===== config.mk =====
export PLATFORM = sky130hd
export DESIGN_NAME = mem_ctrl
export DESIGN_NICKNAME = d
export VERILOG_FILES = /design/src/rtl/mem_ctrl_pkg.sv /design/src/rtl/mem_ctrl_load_extend.sv /design/src/rtl/mem_ctrl.sv
export SDC_FILE = /design/constraint.sdc
export NUM_CORES = 1
export LEC_CHECK = 0
export CORE_UTILIZATION = 30
export DETAILED_ROUTE_END_ITERATION = 16
export PLACE_DENSITY = 0.59
export SETUP_SLACK_MARGIN = 0.15
export SYNTH_ARGS = -nofsm -noshare
export SYNTH_HDL_FRONTEND = slang
export SYNTH_SLANG_ARGS = --single-unit

===== constraint.sdc =====
create_clock -name clk -period 6.04 [get_ports clk]
set_clock_uncertainty 0.1 [all_clocks]
set_input_delay 0.906 -clock clk [delete_from_list [all_inputs] [get_ports clk]]
set_output_delay 0.906 -clock clk [all_outputs]
set_load 0.02 [all_outputs]

===== src/rtl/mem_ctrl_pkg.sv =====
// Shared encodings and request payload for the MEM-stage memory controller.
package mem_ctrl_pkg;

  localparam int unsigned ADDR_W_DEF = 32;
  localparam int unsigned DATA_W_DEF = 32;

  // Access size encodings; 2'b11 is treated as a word access
  localparam logic [1:0] MEM_BYTE = 2'b00;
  localparam logic [1:0] MEM_HALF = 2'b01;
  localparam logic [1:0] MEM_WORD = 2'b10;

  // Level driven on stallreq_from_mem to hold the pipeline
  localparam logic STOP = 1'b1;

  typedef enum logic [1:0] {
    ST_IDLE  = 2'd0,
    ST_READ  = 2'd1,
    ST_WRITE = 2'd2,
    ST_DONE  = 2'd3
  } state_e;

  // Request fields latched in cycle 0 and held for the whole access
  typedef struct packed {
    logic [1:0]            size;
    logic                  sgn;
    logic [ADDR_W_DEF-1:0] addr;
    logic [DATA_W_DEF-1:0] wdata;
  } mem_req_t;

  // Number of RAM bytes touched by an access of the given size
  function automatic logic [2:0] size_bytes(input logic [1:0] size);
    case (size)
      MEM_BYTE: size_bytes = 3'd1;
      MEM_HALF: size_bytes = 3'd2;
      default:  size_bytes = 3'd4;
    endcase
  endfunction

endpackage


===== src/rtl/mem_ctrl_load_extend.sv =====
// Sign/zero extension of a byte-assembled load word according to access size.
module mem_ctrl_load_extend
  import mem_ctrl_pkg::*;
(
  input  logic [31:0] i_word,
  input  logic [1:0]  i_size,
  input  logic        i_signed,
  output logic [31:0] o_rdata_c
);

  // Extend from bit 7 (byte) or bit 15 (half); words pass straight through
  always_comb begin
    o_rdata_c = i_word;
    case (i_size)
      MEM_BYTE: o_rdata_c = {{24{i_signed & i_word[7]}}, i_word[7:0]};
      MEM_HALF: o_rdata_c = {{16{i_signed & i_word[15]}}, i_word[15:0]};
      default:  o_rdata_c = i_word;
    endcase
  end

endmodule


===== src/rtl/mem_ctrl.sv =====
// MEM-stage memory controller: serializes byte/half/word loads and stores
// into byte accesses on a single-port synchronous RAM with 1-cycle read latency.
module mem_ctrl
  import mem_ctrl_pkg::*;
#(
  parameter int unsigned ADDR_W = ADDR_W_DEF,
  parameter int unsigned DATA_W = DATA_W_DEF
) (
  input  logic              clk,
  input  logic              rst_n,
  input  logic              mem_req,
  input  logic              mem_we,
  input  logic [1:0]        mem_size,
  input  logic              mem_signed,
  input  logic [ADDR_W-1:0] mem_addr,
  input  logic [DATA_W-1:0] mem_wdata,
  output logic [DATA_W-1:0] mem_rdata,
  output logic              mem_done,
  output logic              stallreq_from_mem,
  output logic [ADDR_W-1:0] ram_addr,
  output logic              ram_wr,
  output logic [7:0]        ram_dout,
  input  logic [7:0]        ram_din
);

  state_e            r_state;
  mem_req_t          r_req;
  logic [2:0]        r_n;
  logic [2:0]        r_cnt;
  logic [DATA_W-1:0] r_shift;
  logic [DATA_W-1:0] r_rdata;
  logic              r_done;
  logic [ADDR_W-1:0] r_ram_addr;
  logic              r_ram_wr;
  logic [7:0]        r_ram_dout;

  logic [2:0]        w_next_cnt;
  logic [1:0]        w_cap_idx;
  logic [DATA_W-1:0] w_word;
  logic [DATA_W-1:0] w_ext;

  assign w_next_cnt = r_cnt + 3'd1;
  assign w_cap_idx  = 2'(r_cnt - 3'd1);

  // Assembled load word including the byte arriving from the RAM this cycle
  always_comb begin
    w_word = r_shift;
    w_word[{w_cap_idx, 3'b000} +: 8] = ram_din;
  end

  mem_ctrl_load_extend u_load_extend (
    .i_word    (w_word),
    .i_size    (r_req.size),
    .i_signed  (r_req.sgn),
    .o_rdata_c (w_ext)
  );

  // Access sequencer: latches the request, walks the bytes, pulses done
  always_ff @(posedge clk or negedge rst_n) begin
    if (!rst_n) begin
      r_state    <= ST_IDLE;
      r_req      <= '0;
      r_n        <= '0;
      r_cnt      <= '0;
      r_shift    <= '0;
      r_rdata    <= '0;
      r_done     <= 1'b0;
      r_ram_addr <= '0;
      r_ram_wr   <= 1'b0;
      r_ram_dout <= '0;
    end else begin
      case (r_state)
        ST_IDLE: begin
          r_done  <= 1'b0;
          r_rdata <= '0;
          if (mem_req) begin
            r_req.size  <= mem_size;
            r_req.sgn   <= mem_signed;
            r_req.addr  <= mem_addr;
            r_req.wdata <= mem_wdata;
            r_n         <= size_bytes(mem_size);
            r_cnt       <= '0;
            r_shift     <= '0;
            r_ram_addr  <= mem_addr;
            if (mem_we) begin
              r_state    <= ST_WRITE;
              r_ram_wr   <= 1'b1;
              r_ram_dout <= mem_wdata[7:0];
            end else begin
              r_state    <= ST_READ;
              r_ram_wr   <= 1'b0;
              r_ram_dout <= '0;
            end
          end else begin
            r_ram_addr <= '0;
            r_ram_wr   <= 1'b0;
            r_ram_dout <= '0;
          end
        end

        ST_READ: begin
          // r_cnt = cycles spent in READ; byte r_cnt-1 arrives when r_cnt >= 1
          r_cnt <= w_next_cnt;
          if (r_cnt != 3'd0) begin
            r_shift <= w_word;
          end
          if (w_next_cnt < r_n) begin
            r_ram_addr <= r_req.addr + ADDR_W'(w_next_cnt);
          end
          if (r_cnt == r_n) begin
            r_state    <= ST_DONE;
            r_done     <= 1'b1;
            r_rdata    <= w_ext;
            r_ram_addr <= '0;
          end
        end

        ST_WRITE: begin
          if (w_next_cnt < r_n) begin
            r_cnt      <= w_next_cnt;
            r_ram_addr <= r_req.addr + ADDR_W'(w_next_cnt);
            r_ram_dout <= r_req.wdata[{w_next_cnt[1:0], 3'b000} +: 8];
          end else begin
            r_state    <= ST_DONE;
            r_done     <= 1'b1;
            r_ram_addr <= '0;
            r_ram_wr   <= 1'b0;
            r_ram_dout <= '0;
          end
        end

        ST_DONE: begin
          r_state    <= ST_IDLE;
          r_done     <= 1'b0;
          r_rdata    <= '0;
          r_ram_addr <= '0;
          r_ram_wr   <= 1'b0;
          r_ram_dout <= '0;
        end

        default: begin
          r_state <= ST_IDLE;
        end
      endcase
    end
  end

  assign mem_rdata = r_rdata;
  assign mem_done  = r_done;
  assign ram_addr  = r_ram_addr;
  assign ram_wr    = r_ram_wr;
  assign ram_dout  = r_ram_dout;

  // Stall is combinational so it rises with the request and falls in the done cycle
  assign stallreq_from_mem = (mem_req && !r_done) ? STOP : ~STOP;

endmodule


==> results.json, run 1 <==
{
  "status": "finished, final reports clean",
  "power_mw": 5.91,
  "synth_top_family_by_area": "compound AO/OA/AOI/OAI gates",
  "die_area_mm2": 0.0302,
  "boundaryPins": 154,
  "ys_ff_latch": 181,
  "finalHoldViolations": 0,
  "cp-start-kind": "flip-flop",
  "dpl_cell_area_mm2": 0.0107,
  "leakagePower_nw": 4.66,
  "critPathMaxFanout": 33,
  "worstPathRequired_ps": 6280,
  "firstDrtPassIters": 4,
  "yosys.area.top_type": "dfrtp_1",
  "row_count": 62,
  "yosysMostFrequentCell": "dfrtp_1",
  "ir_drop_mv": 0.228,
  "fin_ws_ps": 1880,
  "pwr-share-comb_pct": 46.8,
  "synth.net_count": 894,
  "numCtsBuffers": 17,
  "route.vias.total": 6571,
  "synth_xor_area_share_pct": 3.27,
  "avgSynthCellArea_um2": 11.1,
  "grt_use_total_pct": 15.7,
  "ys.flop_type": "dfrtp_1",
  "holdBufCountCts": 0,
  "synth_common_cells": "181 x dfrtp_1, 90 x nand2_1, 67 x mux2_2, 54 x o21ai_0, 48 x nor2_1",
  "p_seq_share_pct": 33.5,
  "cts.sinks": 181,
  "synth_enable_flop_cells": 0,
  "area_delta_synth_final_pct": 27.9,
  "setup-tns-final_ps": 0,
  "synth_mux_area_share_pct": 10.8,
  "period_share_pct": 68.9,
  "post-route-util_pct": 39.2,
  "fin_nets": 1029,
  "synth-simple-area-share_pct": 13.8,
  "cts_resized": 0,
  "critical_path_class": "reg2reg",
  "yosys-top-cells-area": "dfrtp_1 51%, mux2_2 8.5%, nand2_1 3.8%, o21ai_0 3.1%, a21oi_1 2.7%",
  "gp_congestion": 0.767,
  "start_util_pct": 30.6,
  "clkPwrFrac_pct": 19.7,
  "synthAdderAreaFrac_pct": 2.63,
  "post_cts_buffers": 0,
  "ant_nets": 0,
  "tightestPinTransition_ps": 1040,
  "p_int_mw": 3.45,
  "rsz0062_at_grt": "false",
  "synth_top_area_share_pct": 51.2,
  "final_max_slew_viol_count": 0,
  "worstPathArrival_ps": 4410,
  "ys_seq_area_share_pct": 51.2,
  "swShare_pct": 41.7,
  "cts_buffer_depth": 2,
  "drive_gt1_share_pct": 15.4,
  "grt_max_degree": 100,
  "hold_path_class": "reg2reg",
  "place_ws_ps": 1760,
  "grt_overflow": 0,
  "drt-total-wl_um": 23000,
  "setup_viol": 0,
  "drt-initial-drc-count": 300,
  "wl_per_cell_um": 17.3,
  "path_clk_slew_ps": 70,
  "cp-end-kind": "flip-flop",
  "core_area_mm2": 0.0289,
  "numPortBuffers": 153,
  "ys_types": 60,
  "hpwlAfterDp_um": 15900,
  "ys_async_sr_fraction_pct": 100,
  "min_period_ps": 4160,
  "die_y_um": 174,
  "timing.slew.headroom_pct": 31.0,
  "dieWidth_um": 174,
  "drc": 0,
  "ys_warn_count": 0,
  "grt_pass1_wl_um": 37000,
  "diodes": 0,
  "h-tree-depth": 4,
  "synth-compound-area-share_pct": 14.8,
  "tritoncts": "built",
  "drv_cap": 0,
  "fmax_mhz": 240,
  "switching_power_mw": 2.47,
  "syn_inst": 797,
  "antenna_found_initial": 0,
  "synthesis.area_mm2": 0.00884,
  "drt-vias-per-instance": 4.94,
  "root_buffer": "clkbuf_16",
  "final_cell_area_mm2": 0.0113,
  "cellPowerDensity_mw_per_mm2": 523,
  "clock_latency_ps": 440,
  "grt_pass1_vias": 6572
}
through the flow:
| step | instances | hold WS [ps] |
|---|---|---|
| 5_1_grt | 1329 | 399 |
| 3_5_place_dp | 1297 | 363 |
| 3_3_place_gp | 1297 | 357 |
| 6_report | 1329 | 373 |
| 4_1_cts | 1329 | 381 |
| 2_1_floorplan | 797 | 341 |
final cells by class:
type / instances / area, µm²
clock inverters: 15 / 181
inverters: 15 / 56.3
repair buffers: 162 / 1600
well taps: 384 / 480
flip-flops and latches: 181 / 4530
clock buffers: 17 / 425
multi-input cells: 555 / 4040
fillers: 2849 / 17500
worst paths after layout:
kind	start	to	slack [ps]	depth (start not counted)
worst max-delay path	r_cnt[0]$_DFFE_PN0P_	ram_addr[16]$_DFFE_PN0P_	1880	9
worst min-delay path	r_shift[28]$_DFFE_PN0P_	r_shift[28]$_DFFE_PN0P_	370	2
worst max register to register	r_cnt[0]$_DFFE_PN0P_	ram_addr[16]$_DFFE_PN0P_	1880	9
worst min register to register	r_shift[28]$_DFFE_PN0P_	r_shift[28]$_DFFE_PN0P_	370	2
max in group asynchronous	rst_n	r_req[64]$_DFFE_PN0P_	4270	2
min in group asynchronous	rst_n	mem_rdata[28]$_DFFE_PN0P_	450	1
power by group through the flow:
stage	Sequential, mW	Clock [mW]	Combinational (mW)
final	1.98	1.16	2.77
after global routing	2.04	1.24	3.05
after CTS	1.99	1.19	2.80
after detailed placement	2.01	0	2.80
after global placement	2.00	0	2.74
after floorplan	2.04	0	1.87
per-layer routing:
layer  vias to the layer above  GRT usage [%]  share of wire, %
met4                         0           6.32               2.1
met1                      3258           21.7                47
met3                        28           3.38               4.7
met5                         -              0                 0
li1                       3130              -                 -
met2                       155           23.7                46
cells in the final DEF, fill, tap and decap left out, types with 5 or more instances in the layout:
master / instances
inv_8: 5
a21oi_1: 47
and2_1: 7
o22ai_2: 6
a22o_1: 22
dfrtp_1: 181
nor4_1: 7
xnor2_1: 20
ha_1: 17
mux4_2: 8
clkbuf_16: 17
xor2_1: 13
o21ai_0: 54
clkdlybuf4s50_1: 152
mux2_2: 67
inv_6: 6
a221oi_1: 14
a211oi_2: 5
nor2_1: 47
nand3_1: 16
inv_1: 15
nand2_1: 89
nor2b_1: 26
nand2b_1: 5
a22oi_1: 9
o211ai_1: 21
buf_4: 9
state kept, by name (all words and copies together), names as in the netlist:
signal     count
ram_dout       8
r_shift       32
mem_done       1
r_req         67
r_n            3
r_cnt          3
ram_addr      32
ram_wr         1
r_state        2
mem_rdata     32
worst max-delay path, stage by stage, from the launching register on:
cell	delay, ps
dfrtp_1	890
inv_1	290
ha_1	920
ha_1	370
nand3b_1	140
nand2_1	90
nand2b_1	80
buf_4	360
nand2_1	500
o211ai_1	320
kinds of logic after synthesis:
family          after synthesis
compound gates              194
xor+xnor                     33
fa+ha+maj                    18
buf+inv                      61
flops                       181
mux                          77
simple gates                233
Note: power is estimated with default switching activity, not from simulation.
==> inputs of run 2 (changes only) <==
==> constraint.sdc (replaced) <==
create_clock -name clk -period 4.1 [get_ports clk]
set_clock_uncertainty 0.1 [all_clocks]
set_input_delay 0.615 -clock clk [delete_from_list [all_inputs] [get_ports clk]]
set_output_delay 0.615 -clock clk [all_outputs]
set_load 0.02 [all_outputs]
==> run 2 against run 1 <==
Compared with the run above: design area barely moved; first-iteration DRC count rose by 22%; fmax rose by 24%; non-clock buffer count rose by 7; combinational power rose by 51%; wire length rose by 2.6%; critical path type unchanged; critical endpoint unchanged.
==> results.json, run 2 (synthesis gave the netlist of run 1 again) <==
{
  "worstPathArrival_ps": 3600,
  "row_count": 62,
  "critical_path_class": "reg2reg",
  "min_period_ps": 3350,
  "gp_congestion": 0.777,
  "cp-start-kind": "flip-flop",
  "worstPathRequired_ps": 4350,
  "largest_register_ffs": 67,
  "rsz0062_at_grt": "false",
  "drv_cap": 0,
  "drt-vias-per-instance": 4.98,
  "ir_drop_mv": 0.339,
  "ant_nets": 0,
  "grt_use_total_pct": 16.2,
  "fmax_mhz": 299,
  "post-route-util_pct": 39.2,
  "diodes": 0,
  "cts_buffer_depth": 2,
  "numPortBuffers": 153,
  "setup-tns-final_ps": 0,
  "grt_pass1_wl_um": 38600,
  "fill_cells": 2890,
  "fin_ws_ps": 751,
  "route.vias.total": 6650,
  "clock_latency_ps": 440,
  "wl_per_cell_um": 17.7,
  "timing.slew.headroom_pct": 30.6,
  "antenna_found_initial": 2,
  "layout_common_cells": "181 x dfrtp_1, 152 x clkdlybuf4s50_1, 89 x nand2_1, 67 x mux2_2, 54 x o21ai_0",
  "cp-end-kind": "flip-flop",
  "grt_pass1_vias": 6890,
  "numCtsBuffers": 17,
  "worst_hold_slack_ps": 88.9,
  "h-tree-depth": 4,
  "grt_overflow": 0,
  "place_ws_ps": 693,
  "holdBufCountCts": 0,
  "firstDrtPassIters": 5,
  "cts_resized": 0,
  "fin_nets": 1036,
  "drc": 0,
  "regArea_mm2": 0.00453,
  "period_share_pct": 81.7,
  "critPathMaxFanout": 15,
  "final_max_slew_viol_count": 0,
  "area_delta_synth_final_pct": 28.0,
  "hold_path_class": "in2async",
  "cts.sinks": 181,
  "tightestPinTransition_ps": 1040,
  "drt-total-wl_um": 23600,
  "root_buffer": "clkbuf_16",
  "hpwlAfterDp_um": 16500,
  "path_clk_slew_ps": 70,
  "regMostFlops": "r_req",
  "drt-initial-drc-count": 365,
  "multiInputGateArea_mm2": 0.00403,
  "boundaryPins": 154,
  "tritoncts": "built",
  "leakagePower_nw": 4.68,
  "drive_gt1_share_pct": 16.1,
  "dieWidth_um": 174,
  "mostFrequentLayoutCell": "dfrtp_1",
  "cellPowerDensity_mw_per_mm2": 767,
  "core_area_mm2": 0.0289,
  "die_y_um": 174,
  "status": "finished, final reports clean",
  "post_cts_buffers": 0,
  "dpl.cell_count": 1304,
  "die_area_mm2": 0.0302,
  "setup_viol": 0,
  "start_util_pct": 30.6,
  "fin_cells": 1336,
  "grt_max_degree": 78,
  "finalHoldViolations": 0
}
==> run 2: final cells by class <==
| cell class | count | area share, % |
|---|---|---|
| multi-input combinational | 555 | 35.6 |
| clock buffer | 17 | 3.76 |
| timing repair buffer | 169 | 14.7 |
| tap | 384 | 4.24 |
| inverter | 15 | 0.497 |
| sequential | 181 | 40.0 |
| clock inverter | 15 | 1.20 |
==> run 2: worst max-delay path: stages, from the launching register on <==
cell	delay (ps)
dfrtp_1	660
inv_1	220
ha_1	460
ha_1	240
a21oi_1	240
nand3_1	180
a21oi_1	190
buf_4	230
nand2_1	420
o211ai_1	320
==> run 2: where the power goes <==
part / internal (mW) / total [mW] / switching [mW]
clock: 0.807 / 1.59 / 0.787
sequential: 2.41 / 2.90 / 0.490
combinational: 1.79 / 4.19 / 2.40
total: 5.01 / 8.68 / 3.67
==> run 2: path summary, 6_finish.rpt <==
kind | cells past startpoint | from | slack, ps | end
worst min-delay path | 1 | rst_n | 90 | r_req[12]$_DFFE_PN0P_
worst max register to register | 9 | r_cnt[0]$_DFFE_PN0P_ | 750 | ram_addr[16]$_DFFE_PN0P_
max in group asynchronous | 2 | rst_n | 2800 | r_req[34]$_DFFE_PN0P_
worst min register to register | 2 | r_shift[21]$_DFFE_PN0P_ | 370 | r_shift[21]$_DFFE_PN0P_
worst max-delay path | 9 | r_cnt[0]$_DFFE_PN0P_ | 750 | ram_addr[16]$_DFFE_PN0P_
min in group clk | 2 | r_shift[21]$_DFFE_PN0P_ | 370 | r_shift[21]$_DFFE_PN0P_
==> run 2: per-stage QoR <==
step	power [mW]	area (µm²)
global placement	7.08	10800
CTS	8.79	11300
finish	8.68	11300
global route	9.33	11300
detailed placement	7.16	10800
floorplan	5.76	8840
==> run 2: routing by layer <==
metal | GRT usage [%] | part of all wire, %
met1 | 21.8 | 45
met5 | 0 | 0.097
met3 | 4.32 | 5.9
met2 | 25.2 | 47
met4 | 5.85 | 2.0
